==> src/rtl/plasticine_mem_req_ctrl.sv <==
// Request controller between the Plasticine address generators and DRAMSim2:
// one shared request FIFO, bounded in-flight tracking and a drain/done handshake.
module plasticine_mem_req_ctrl #(
    parameter int unsigned ADDR_W  = 32,
    parameter int unsigned DEPTH   = 4,
    parameter int unsigned MAX_OUT = 4,
    parameter int unsigned CNT_W   = 8
) (
    input  logic              clk,
    input  logic              reset,
    input  logic              io_enq_val,
    output logic              io_enq_rdy,
    input  logic              io_enq_is_wr,
    input  logic [ADDR_W-1:0] io_enq_addr,
    output logic              io_tx_enq,
    input  logic              io_tx_rdy,
    output logic              io_tx_is_wr,
    output logic [ADDR_W-1:0] io_tx_addr,
    input  logic              io_tx_comp,
    input  logic              io_drain,
    output logic              io_done,
    output logic              io_idle,
    output logic [CNT_W-1:0]  io_outstanding,
    output logic [CNT_W-1:0]  io_comp_cnt,
    output logic              io_err
);

    localparam int unsigned PTR_W = (DEPTH > 1) ? $clog2(DEPTH) : 1;
    localparam logic [1:0] RUN   = 2'd0;
    localparam logic [1:0] DRAIN = 2'd1;
    localparam logic [1:0] DONE  = 2'd2;
    localparam logic [CNT_W-1:0] MAX_OUT_C = CNT_W'(MAX_OUT);

    logic [ADDR_W-1:0] addr_mem [DEPTH];
    logic [DEPTH-1:0]  wr_mem;
    logic [PTR_W-1:0]  enq_ptr, deq_ptr, enq_ptr_nxt;
    logic              full, empty;
    logic [1:0]        state;
    logic [CNT_W-1:0]  outstanding, comp_cnt;
    logic              err;
    logic              push, accept, spurious;

    assign enq_ptr_nxt = enq_ptr + PTR_W'(1);
    assign empty       = !full && (enq_ptr == deq_ptr);
    assign io_enq_rdy  = !full && (state == RUN);
    assign push        = io_enq_val && io_enq_rdy;
    assign io_tx_enq   = !empty && (outstanding < MAX_OUT_C) && (state != DONE);
    assign accept      = io_tx_enq && io_tx_rdy;
    // A completion with nothing in flight (and no accept this cycle) is a protocol error.
    assign spurious    = io_tx_comp && !accept && (outstanding == '0);

    assign io_tx_addr     = addr_mem[deq_ptr];
    assign io_tx_is_wr    = wr_mem[deq_ptr];
    assign io_done        = (state == DONE);
    assign io_idle        = empty && (outstanding == '0);
    assign io_outstanding = outstanding;
    assign io_comp_cnt    = comp_cnt;
    assign io_err         = err;

    always_ff @(posedge clk) begin
        if (push) begin
            addr_mem[enq_ptr] <= io_enq_addr;
            wr_mem[enq_ptr]   <= io_enq_is_wr;
        end
    end

    always_ff @(posedge clk or negedge reset) begin
        if (!reset) begin
            enq_ptr <= '0;
            deq_ptr <= '0;
            full    <= 1'b0;
        end else begin
            if (push) enq_ptr <= enq_ptr_nxt;
            if (accept) deq_ptr <= deq_ptr + PTR_W'(1);
            if (accept && !push) begin
                full <= 1'b0;
            end else if (push && !accept && (enq_ptr_nxt == deq_ptr)) begin
                full <= 1'b1;
            end
        end
    end

    always_ff @(posedge clk or negedge reset) begin
        if (!reset) begin
            outstanding <= '0;
            comp_cnt    <= '0;
            err         <= 1'b0;
        end else begin
            if (accept && !io_tx_comp) begin
                outstanding <= outstanding + CNT_W'(1);
            end else if (io_tx_comp && !accept && (outstanding != '0)) begin
                outstanding <= outstanding - CNT_W'(1);
            end
            if (io_tx_comp && !spurious) comp_cnt <= comp_cnt + CNT_W'(1);
            if (spurious) err <= 1'b1;
        end
    end

    always_ff @(posedge clk or negedge reset) begin
        if (!reset) begin
            state <= RUN;
        end else begin
            case (state)
                RUN:     if (io_drain) state <= DRAIN;
                DRAIN:   if (empty && (outstanding == '0) && !accept && !io_tx_comp) begin
                    state <= DONE;
                end
                DONE:    state <= RUN;
                default: state <= RUN;
            endcase
        end
    end

endmodule

==> config.mk <==
export PLATFORM = sky130hd
export DESIGN_NAME = plasticine_mem_req_ctrl
export DESIGN_NICKNAME = d
export VERILOG_FILES = /design/src/rtl/plasticine_mem_req_ctrl.sv
export SDC_FILE = /design/constraint.sdc
export NUM_CORES = 1
export LEC_CHECK = 0
export CAP_MARGIN = 20
export CORE_UTILIZATION = 50
export DETAILED_ROUTE_END_ITERATION = 10
export PLACE_DENSITY = 0.75
export SYNTH_ARGS = -nofsm -noshare
export SYNTH_HDL_FRONTEND = slang
export SYNTH_SLANG_ARGS = --single-unit
==> constraint.sdc <==
create_clock -name clk -period 3.2 [get_ports clk]
set_input_delay 0.48 -clock clk [delete_from_list [all_inputs] [get_ports clk]]
set_output_delay 0.48 -clock clk [all_outputs]
set_load 0.02 [all_outputs]
-- Yosys cells after proc, flatten, opt, wreduce, memory -nomap -nowiden
Memories as Yosys holds them, arrays and structs flattened.
Index checks and enable logic that the tools add are counted.
- add/subtract/negate cells: 5
- order comparisons: 4
- equal/unequal tests: 7
- multiplexer cells: 14
- reductions and logical operators: 30
- operators with widths (cell ; count):
    $logic_and A1 B1 Y1 ; 18
    $add A8 B1 Y8 const B ; 2
    $mux W8 ; 2
    $logic_not A8 Y1 ; 1
    $lt A8 B3 Y1 const B ; 1
    $reduce_bool A8 Y1 ; 1
    $sub A8 B1 Y8 const B ; 1
    $logic_not A1 Y1 ; 6
    $lt A2 B3 Y1 const B ; 2
    $mux W1 ; 6
    $ne A2 B2 Y1 const B ; 3
    $add A2 B1 Y2 const B ; 2
    $bwmux W4 ; 1
    $eq A2 B2 Y1 ; 2
    $mux W2 ; 2
    $pmux W2 S2 ; 1
    $reduce_bool A2 Y1 ; 2
    $bmux W1 S2 ; 1
    $demux W1 S2 ; 1
    $eq A2 B1 Y1 const B ; 1
    $eq A2 B2 Y1 const B ; 1
    $ge A2 B1 Y1 const B ; 1
    $logic_not A2 Y1 ; 1
    $reduce_and A2 Y1 ; 1
- bits in registers: 28
- RAM bits: 128
- output and inout bits: 54
- word-level logic and storage cells: 69
- memories: 1
- memories (memory ; words ; bits a word ; rd ports ; clocked after memory_dff ; write ports ; line ; RTL):
    addr_mem ; 4 ; 32 ; 1 ; 0 ; 1 ; 34 ; logic [ADDR_W-1:0] addr_mem [DEPTH];

-- Depth between registers and ports, before layout
Gate-level depths: netlist of the first run.
- word-level depth: 11
- mapped depth: 11
- mapped depth without buffers: 10

-- Worst setup path after synthesis of the first run
OpenSTA, ideal clock, no wires.
- path kind: flip-flop to flip-flop
- start: register deq_ptr[0]
- end: register outstanding[6] (netlist: io_outstanding[6])
- arrival: 2.407 ns
- setup slack: 0.668 ns
- cell stages (with the launch flop): 12
- path buffers: 1
- path through: dfrtp_1 buf_6 xor2_2 nor3_2 nor4_1 inv_1 fa_1 a21oi_1 o211ai_1 a21oi_1 xnor2_1 mux2_4
- word-level cells in the longest chain between the ends: 10
- elaborated cells between the ends (all ways): 12
- those cells by class: eq/ne (1); mux (1); reduce/logical (10)
- ends and longest elaborated chain (item ; line ; RTL):
    start, declared ; 36 ; logic [PTR_W-1:0] enq_ptr, deq_ptr, enq_ptr_nxt;
    start signal, assigned ; 74 ; if (accept) deq_ptr <= deq_ptr + PTR_W'(1);
    $eq A2 B2 Y1 (*) ; 44 ; assign empty = !full && (enq_ptr == deq_ptr);
    $logic_and A1 B1 Y1 (*) ; 44 ;
    $logic_not A1 Y1 (*) ; 47 ; assign io_tx_enq = !empty && (outstanding < MAX_OUT_C) && (state != DONE);
    $logic_and A1 B1 Y1 (*) (2 in series) ; 47 ;
    $logic_and A1 B1 Y1 (*) ; 48 ; assign accept = io_tx_enq && io_tx_rdy;
    $logic_not A1 Y1 ; 91 ; end else if (io_tx_comp && !accept && (outstanding != '0)) begin
    $logic_and A1 B1 Y1 (2 in series) ; 91 ;
    $reduce_bool A2 Y1 (no source line) ; n/a ;
    end signal, assigned ; 90 ; outstanding <= outstanding + CNT_W'(1);
    end signal, assigned ; 92 ; outstanding <= outstanding - CNT_W'(1);
    end, declared ; 39 ; logic [CNT_W-1:0] outstanding, comp_cnt;
Every way passes the cells marked *; elsewhere a longest branch is shown, timed or not.
A chain may end at the register's enable or synchronous reset.

-- Worst setup path in the final report of the first run
- start: register deq_ptr[0]
- end: output io_tx_addr[31]
- word-level cells in the longest chain between the ends: 1
- ends and longest elaborated chain (item ; line ; RTL):
    $mem_v2 Z4 W32 ; n/a ;
    end, declared ; 18 ; output logic [ADDR_W-1:0] io_tx_addr,
No other way between the ends.

==> results.toml, run 1 <==
[timing]
finalSetupTns_ns = 0
final_min_period_over_clock_period_pct = 94.5
worst_max_slew_pin_slew_ns = 0.690
setup_violations = 0
grt_setup_unrepaired = "no"
finalClockSkew_ns = 0.00846
final_period_minus_worst_setup_slack_ns = 3.02
maxClockFrequency_ghz = 0.331
slew_viol_final = 0
max_slew_margin_pct = 54.0
final_hold_viol_count = 0

[clock_network]
post_cts_hold_buffer_count = 0
cts.repair.resized = 0
worst_skew_pair.late_latency_ns = 0.41
cts_made_buffers = 17
cts_setup_buffers = 0
max-clock-path-buffers = 2
clock_slew_seen_by_the_registers_of_the_worst_setup_and_hold_paths_ns = 0.06
numClockSinks = 156
cts_tree = "yes"
clock-root-buffer = "clkbuf_16"
h-tree-depth = 4

[hold_path]
hold_path.class = "input port to asynchronous set/reset pin"

[routing]
dr.first_iter.drc_count = 161
drt_drc_violations_left = 0
number_of_iterations_in_the_first_detailed_routing_pass = 4
avgRoutedWirePerCell_um = 18.6
vias = 3202
postRouteAntennaNets = 0
vias_per_cell = 5.34
routed_wirelength_um = 11200

[power_and_ir_drop]
peakVddDrop_v = 0.000489
power_leakage_nw = 2.74
power-per-cell-area_mw_per_mm2 = 878

[global_route]
grt_antenna_before_repair = 0
largest_net_degree_at_the_start_of_global_routing = 36
globalRouteOverflowTotal = 0
global_route.usage.total_pct = 18.8
vias_in_the_first_global_route = 3443
wire_length_of_the_first_global_routing_pass_um = 17900

[worst_setup_path]
r2r_setup_slack_ns = 0.41
critical_path.startpoint_type = "register"
crit_chain = "buf_4, mux4_2, clkdlybuf4s50_1"
crit_path_top_delay_cell = "clkdlybuf4s50_1"
critical_path.endpoint_type = "output pin"
timing.rr.start = "enq_ptr[0]"
timing.critical_path.fanout_max = 35
cp.buffers_inverters = 2
worstPathArrival_ns = 2.54
crit_family = "buffers and inverters"
worstSetupPathType = "register to output pin"
critical_path.max_stage_delay_ns = 0.59
worstReg2RegEnd = "io_outstanding[6]"
startpoint = "deq_ptr[0]"
critPathCapture = "io_tx_addr[31]"
reg2reg_depth = 10
worst-path-stages = 3
worst_ep_required_time_ns = 2.72

[placement]
place_congestion = 0.803
dpl_cell_area_mm2 = 0.00737
detailed_place_hpwl_um = 7090
numPortBuffers = 92

[floorplan]
die_height_um = 113
core_area_mm2 = 0.0121
start_util_pct = 51.5
io-pin-count = 93
core.rowCount = 40
die_x_um = 113
area_of_the_die_mm2 = 0.0129

[synth]
synthXorXnorAreaFrac_pct = 3.06
synth_top_family_by_area = "multiplexers"
synth_fp_nets = 359
asyncSetResetFlopFracSynth_pct = 15.4
synth_cells = 308
synth_simple_gate_area_share_pct = 4.03
synth_top_area_share_pct = 63.8
mapped_avg_cell_area_um2 = 20.2
synth.area.top_cells = "edfxtp_1, mux4_2, dfrtp_1, ha_1, xnor2_1"
synth.yosys.seq_area_share_pct = 73.5
synth_ff_type = "edfxtp_1"
synth.lib_cells_used.distinct = 41
synth_compound_area_share_pct = 1.93
number_of_flops_mapped_to_enable_cells_by_yosys = 132
adder_and_majority_gate_portion_of_the_synthesized_area_pct = 2.54
post_synth_top_area_cell = "edfxtp_1"
post_synth_instance_area_mm2 = 0.00621
post_synth_mux_area_share_pct = 13.8
synth_warnings = 0
synth.ff_latch_count = 156

[cells_and_area]
final_area_mm2 = 0.00802
antenna_cells_inserted = 0
layout_commonest_cell = "edfxtp_1"
syn2layout_area_growth_pct = 29.1
most-common-layout-cells = "edfxtp_1, clkdlybuf4s50_1, mux4_2"
finish.net_count = 471
post_route_cells_drive_above_1_share_pct = 20.4

[run]
max-cap-violations = 0

[outcome]
result_of_the_run = "complete, no violations"
## flip-flops by register name (all words and copies together) (netlist names)
signal          flops
enq_ptr             2
addr_mem          128
io_outstanding      8
state               2
deq_ptr             2
full                1
wr_mem              4
io_err              1
io_comp_cnt         8
## worst reg2reg max path: stages, from the launching register on
cell and delay, ns:
dfrtp_1 0.45, xor2_2 0.30, nor3_2 0.12, nor4_1 0.31, inv_1 0.22, fa_1 0.45, a21oi_1 0.18, o211ai_1 0.13
a21oi_1 0.19, xnor2_1 0.08, mux2_4 0.25
## worst min-delay path by stage
stage,startpoint,endpoint,slack (ns),depth (start not counted)
after floorplan,reset,deq_ptr[0],0.18,0
after global routing,reset,io_err,0.48,2
after CTS,reset,io_err,0.45,2
final,reset,io_err,0.45,2
after detailed placement,io_comp_cnt[7],io_comp_cnt[7],0.47,1
after global placement,io_err,io_err,0.46,1
## layout make-up
cell class | instances | area (um^2)
multi-input combinational | 138 | 1580
timing repair buffer | 102 | 996
inverter | 5 | 18.8
fill | 834 | 4040
clock buffer | 18 | 429
sequential | 156 | 4570
clock inverter | 13 | 221
tap | 168 | 210
## where the power goes
part	total [mW]	leakage [nW]	internal [mW]	switching, mW
Sequential	2.51	1.47	2.34	0.173
Combinational	2.35	0.957	1.23	1.12
Clock	2.19	0.313	1.45	0.734
Total	7.04	2.74	5.02	2.03
## cell usage after synthesis, types with 3 or more instances
| cell | number |
|---|---|
| a21oi_1 | 6 |
| nor2_1 | 9 |
| o21ai_0 | 3 |
| nor3_1 | 3 |
| edfxtp_1 | 132 |
| dfrtp_1 | 24 |
| buf_2 | 3 |
| xnor2_1 | 14 |
| xor2_1 | 4 |
| ha_1 | 11 |
| mux4_2 | 33 |
| and3_1 | 6 |
| nor4_1 | 4 |
| mux2_4 | 6 |
| nand4_1 | 5 |
| inv_1 | 5 |
| nand2_1 | 9 |
## layer usage
layer | track usage [%] | share of wire (%) | vias up
met5 | 0 | 0 | -
met4 | 6.14 | 1.0 | 0
met3 | 5.42 | 4.7 | 11
met2 | 31.6 | 51 | 90
met1 | 23.7 | 43 | 1643
li1 | - | - | 1458
## cell families after synthesis
| family | count (synthesis) |
|---|---|
| flops | 156 |
| simple gates | 47 |
| mux | 41 |
| xor+xnor | 20 |
| compound gates | 18 |
| buf+inv | 14 |
| fa+ha+maj | 12 |
## metrics by stage
stage	std cells	worst slack (ns)	util, %	hold WS (ns)	total power [mW]
after floorplan	308	0.668	-	0.184	4.05
after global placement	569	0.183	61.1	0.459	4.88
after global routing	600	0.0211	66.5	0.476	7.35
after CTS	600	0.114	66.5	0.454	7.11
final	600	0.177	66.5	0.454	7.04
after detailed placement	569	0.167	61.1	0.468	4.92
Note: power is estimated with default switching activity, not from simulation.
==> inputs of run 2 (changes only) <==
==> constraint.sdc (replaced) <==
create_clock -name clk -period 3.2 [get_ports clk]
set_input_delay 0.48 -clock clk [delete_from_list [all_inputs] [get_ports clk]]
set_output_delay 0.48 -clock clk [all_outputs]
set_load 0.05 [all_outputs]
==> run 2 against run 1 <==
Global-route usage about the same; first-iteration DRC count is 34% higher; power rose by 5.6%; critical path type unchanged; via count is essentially flat; clock power is 15% lower; critical path depth stayed put; die area stayed put; sequential power about the same; setup slack gained 0.12 ns.
==> results.toml, run 2 (synthesis gave the netlist of run 1 again) <==
[worst_setup_path]
critical_path.max_stage_delay_ns = 0.72
critPathCapture = "io_tx_addr[0]"
timing.critical_path.fanout_max = 35
worstPathArrival_ns = 2.42
worst-path-stages = 3
worstReg2RegEnd = "io_outstanding[5]"
timing.rr.start = "enq_ptr[0]"
r2r_setup_slack_ns = 0.31
crit_path_top_delay_cell = "clkdlybuf4s50_1"
startpoint = "deq_ptr[0]"
critical_path.startpoint_type = "register"
worstSetupPathType = "register to output pin"
cp.buffers_inverters = 2
reg2reg_depth = 10
critical_path.endpoint_type = "output pin"
crit_family = "buffers and inverters"
crit_chain = "buf_12, mux4_2, clkdlybuf4s50_1"
worst_ep_required_time_ns = 2.72

[cells_and_area]
nFillCells = 839
finish.net_count = 470
layout_commonest_cell = "edfxtp_1"
largest_reg_flops = 128
syn2layout_area_growth_pct = 27.7
regMostFlops = "addr_mem"
final_area_mm2 = 0.00793
most-common-layout-cells = "edfxtp_1, clkdlybuf4s50_1, mux4_2"
utilization_pct = 65.8
antenna_cells_inserted = 0
post_route_cells_drive_above_1_share_pct = 20.4

[routing]
routed_wirelength_um = 11000
vias_per_cell = 5.34
dr.first_iter.drc_count = 215
number_of_iterations_in_the_first_detailed_routing_pass = 4
postRouteAntennaNets = 0
vias = 3205
drt_drc_violations_left = 0
avgRoutedWirePerCell_um = 18.3

[placement]
numPortBuffers = 92
dpl_cell_area_mm2 = 0.00737
detailed_place_hpwl_um = 7020
place_congestion = 0.811

[clock_network]
cts_setup_buffers = 0
clock-root-buffer = "clkbuf_16"
cts_made_buffers = 17
numClockSinks = 156
worst_skew_pair.late_latency_ns = 0.41
cts_tree = "yes"
clock_slew_seen_by_the_registers_of_the_worst_setup_and_hold_paths_ns = 0.06
post_cts_hold_buffer_count = 0
h-tree-depth = 4
max-clock-path-buffers = 2
cts.repair.resized = 0

[timing]
maxClockFrequency_ghz = 0.345
finalClockSkew_ns = 0.00619
final_hold_viol_count = 0
setup_violations = 0
finalSetupTns_ns = 0
final_min_period_over_clock_period_pct = 90.6
worst_max_slew_pin_slew_ns = 0.567
slew_viol_final = 0
final_period_minus_worst_setup_slack_ns = 2.90
max_slew_margin_pct = 61.9
fin_hold_ws_ns = 0.442
grt_setup_unrepaired = "no"

[power_and_ir_drop]
power-per-cell-area_mw_per_mm2 = 937
post-layout-total-power_mw = 7.44
power_leakage_nw = 2.70
peakVddDrop_v = 0.000633

[floorplan]
die_x_um = 113
core.rowCount = 40
start_util_pct = 51.5
die_height_um = 113
area_of_the_die_mm2 = 0.0129
io-pin-count = 93
core_area_mm2 = 0.0121

[global_route]
largest_net_degree_at_the_start_of_global_routing = 36
global_route.usage.total_pct = 18.8
grt_antenna_before_repair = 0
vias_in_the_first_global_route = 3342
globalRouteOverflowTotal = 0
wire_length_of_the_first_global_routing_pass_um = 17500

[hold_path]
hold_path.class = "input port to asynchronous set/reset pin"

[outcome]
result_of_the_run = "complete, no violations"

[run]
max-cap-violations = 0
## run 2: changes by cell type in the layout (fill, tap and decap cells not counted), sizes merged
cell           previous run  this run
clkdlybuf4s50            92        91
clkinv                    5         4
bufinv                    6         1
clkbuf                   18        26
inv                       6         5
## run 2: worst min path at each step
stage / from / end / slack, ns
final: reset / io_comp_cnt[1] / 0.44
after CTS: reset / io_comp_cnt[1] / 0.44
after floorplan: reset / deq_ptr[0] / 0.18
after global routing: reset / io_comp_cnt[1] / 0.47
after global placement: io_err / io_err / 0.46
after detailed placement: io_err / io_err / 0.46
## run 2: metal layers
metal | wire (um) | part of all wire, % | vias up | GRT usage, %
li1 | - | - | 1455 | -
met1 | 4920 | 45 | 1647 | 24.4
met3 | 560 | 5.1 | 12 | 5.42
met4 | 174 | 1.6 | 0 | 8.60
met5 | 0 | 0 | - | 0
met2 | 5330 | 49 | 91 | 29.8
## run 2: final cells by class
cell class,instances,area (um^2),area share [%]
Timing Repair Buffer,101,998,12.6
Clock buffer,26,499,6.29
Inverter,5,18.8,0.237
Clock inverter,6,61.3,0.773
Tap cell,168,210,2.65
Multi-Input combinational cell,138,1580,19.9
Sequential cell,156,4570,57.6
## run 2: power breakdown
group / switching, mW / leakage [nW] / internal [mW]
clock: 0.713 / 0.274 / 1.15
sequential: 0.174 / 1.47 / 2.34
combinational: 1.82 / 0.957 / 1.24
total: 2.71 / 2.70 / 4.73
## run 2: per-stage QoR
| step | setup slack [ns] | instances |
|---|---|---|
| after global placement | 0.182 | 568 |
| after floorplan | 0.134 | 308 |
| after detailed placement | 0.110 | 568 |
| after CTS | 0.261 | 600 |
| after global routing | 0.103 | 600 |
| final | 0.300 | 600 |
==> inputs of run 3 (changes only) <==
--- a/config.mk
+++ b/config.mk
@@ -5,10 +5,10 @@
 export SDC_FILE = /design/constraint.sdc
 export NUM_CORES = 1
 export LEC_CHECK = 0
-export CAP_MARGIN = 20
 export CORE_UTILIZATION = 50
 export DETAILED_ROUTE_END_ITERATION = 10
 export PLACE_DENSITY = 0.75
+export REMOVE_ABC_BUFFERS = 1
 export SYNTH_ARGS = -nofsm -noshare
 export SYNTH_HDL_FRONTEND = slang
 export SYNTH_SLANG_ARGS = --single-unit
==> run 3 against run 2 <==
Fmax is 5.3% lower; sequential power hardly changed; sequential share of layout area is 0.19 points lower; sequential cell count stayed put; power is 1.2% higher.
==> results.toml, run 3 (synthesis gave the netlist of run 1 again) <==
[outcome]
result_of_the_run = "complete, no violations"

[clock_network]
clock-root-buffer = "clkbuf_16"
h-tree-depth = 4
post_cts_hold_buffer_count = 0
cts_tree = "yes"
numClockSinks = 156
cts.repair.resized = 0
worst_skew_pair.late_latency_ns = 0.42
cts_setup_buffers = 0
clock_slew_seen_by_the_registers_of_the_worst_setup_and_hold_paths_ns = 0.06
max-clock-path-buffers = 2
cts_made_buffers = 17

[floorplan]
io-pin-count = 93
die_x_um = 113
die_height_um = 113
area_of_the_die_mm2 = 0.0129
core.rowCount = 40
core_area_mm2 = 0.0121
start_util_pct = 51.5

[routing]
avgRoutedWirePerCell_um = 18.0
drt_drc_violations_left = 0
postRouteAntennaNets = 0
dr.first_iter.drc_count = 228
vias = 3207
number_of_iterations_in_the_first_detailed_routing_pass = 4
vias_per_cell = 5.35
routed_wirelength_um = 10800

[timing]
setup_violations = 0
finalClockSkew_ns = 0.00550
grt_setup_unrepaired = "no"
maxClockFrequency_ghz = 0.327
max_slew_margin_pct = 59.7
final_hold_viol_count = 0
final_period_minus_worst_setup_slack_ns = 3.06
slew_viol_final = 0
final_min_period_over_clock_period_pct = 95.7
finalSetupTns_ns = 0
worst_max_slew_pin_slew_ns = 0.600
setup_ws_ns = 0.138

[worst_setup_path]
critical_path.max_stage_delay_ns = 0.88
cp.buffers_inverters = 1
crit_family = "buffers and inverters"
crit_path_top_delay_cell = "clkdlybuf4s50_1"
worstPathArrival_ns = 2.58
worstSetupPathType = "register to output pin"
critical_path.endpoint_type = "output pin"
worst_ep_required_time_ns = 2.72
crit_chain = "nor2_1, nand4_1, nor4_1, clkdlybuf4s50_1"
timing.critical_path.fanout_max = 6
critical_path.startpoint_type = "register"

[power_and_ir_drop]
power_leakage_nw = 2.69
power-per-cell-area_mw_per_mm2 = 945
peakVddDrop_v = 0.000632
post-layout-total-power_mw = 7.52

[cells_and_area]
nFillCells = 828
post_route_cells_drive_above_1_share_pct = 21.1
largest_reg_flops = 128
regMostFlops = "addr_mem"
syn2layout_area_growth_pct = 28.1
finish.net_count = 469
most-common-layout-cells = "edfxtp_1, clkdlybuf4s50_1, mux4_2"
layout_commonest_cell = "edfxtp_1"
antenna_cells_inserted = 0

[hold_path]
hold_path.class = "input port to asynchronous set/reset pin"

[placement]
detailed_place_hpwl_um = 6520
place_ws_ns = 0.0886
numPortBuffers = 92
place_congestion = 0.810

[global_route]
vias_in_the_first_global_route = 3466
globalRouteOverflowTotal = 0
grt_antenna_before_repair = 0
wire_length_of_the_first_global_routing_pass_um = 17800
global_route.usage.total_pct = 18.9
largest_net_degree_at_the_start_of_global_routing = 36

[run]
max-cap-violations = 0
[run 3: power breakdown]
| part | switching, mW | internal [mW] | leakage (nW) |
|---|---|---|---|
| Sequential | 0.172 | 2.34 | 1.47 |
| Combinational | 1.81 | 1.24 | 0.949 |
| Clock | 0.808 | 1.16 | 0.274 |
| Total | 2.79 | 4.74 | 2.69 |
[run 3: worst paths after layout]
kind                                        start                end  slack (ns)  depth (start not counted)
worst max-delay path            io_outstanding[0]            io_idle        0.14                          4
worst min-delay path                        reset     io_comp_cnt[1]        0.42                          2
worst max register to register         enq_ptr[0]  io_outstanding[5]        0.38                         10
worst min register to register             io_err             io_err        0.47                          1
max in group asynchronous                   reset         deq_ptr[0]        2.53                          2
min in group clk                           io_err             io_err        0.47                          1
[run 3: final cells by class]
class / instances / area [um^2] / area share [%]
clock buffer: 17 / 425 / 5.35
clock inverter: 15 / 166 / 2.09
inverter: 5 / 18.8 / 0.236
multi-input combinational: 138 / 1580 / 19.8
sequential: 156 / 4570 / 57.4
tap: 168 / 210 / 2.64
timing repair buffer: 100 / 993 / 12.5
[run 3: stage by stage]
step                      cell area (um^2)  cells  hold WS [ns]  util [%]
final                                 7960    599         0.416      66.0
after global placement                7370    567         0.457      61.1
after floorplan                       6160    299         0.184         -
after detailed placement              7370    567         0.456      61.1
after global routing                  7960    599         0.431      66.0
after CTS                             7960    599         0.409      66.0
[run 3: routing by layer]
layer | up-vias | wire length, um | track usage [%]
met5 | - | 0 | 0
met4 | 0 | 171 | 8.68
met3 | 18 | 539 | 5.69
met2 | 94 | 5110 | 28.8
met1 | 1626 | 4980 | 25.3
li1 | 1469 | - | -
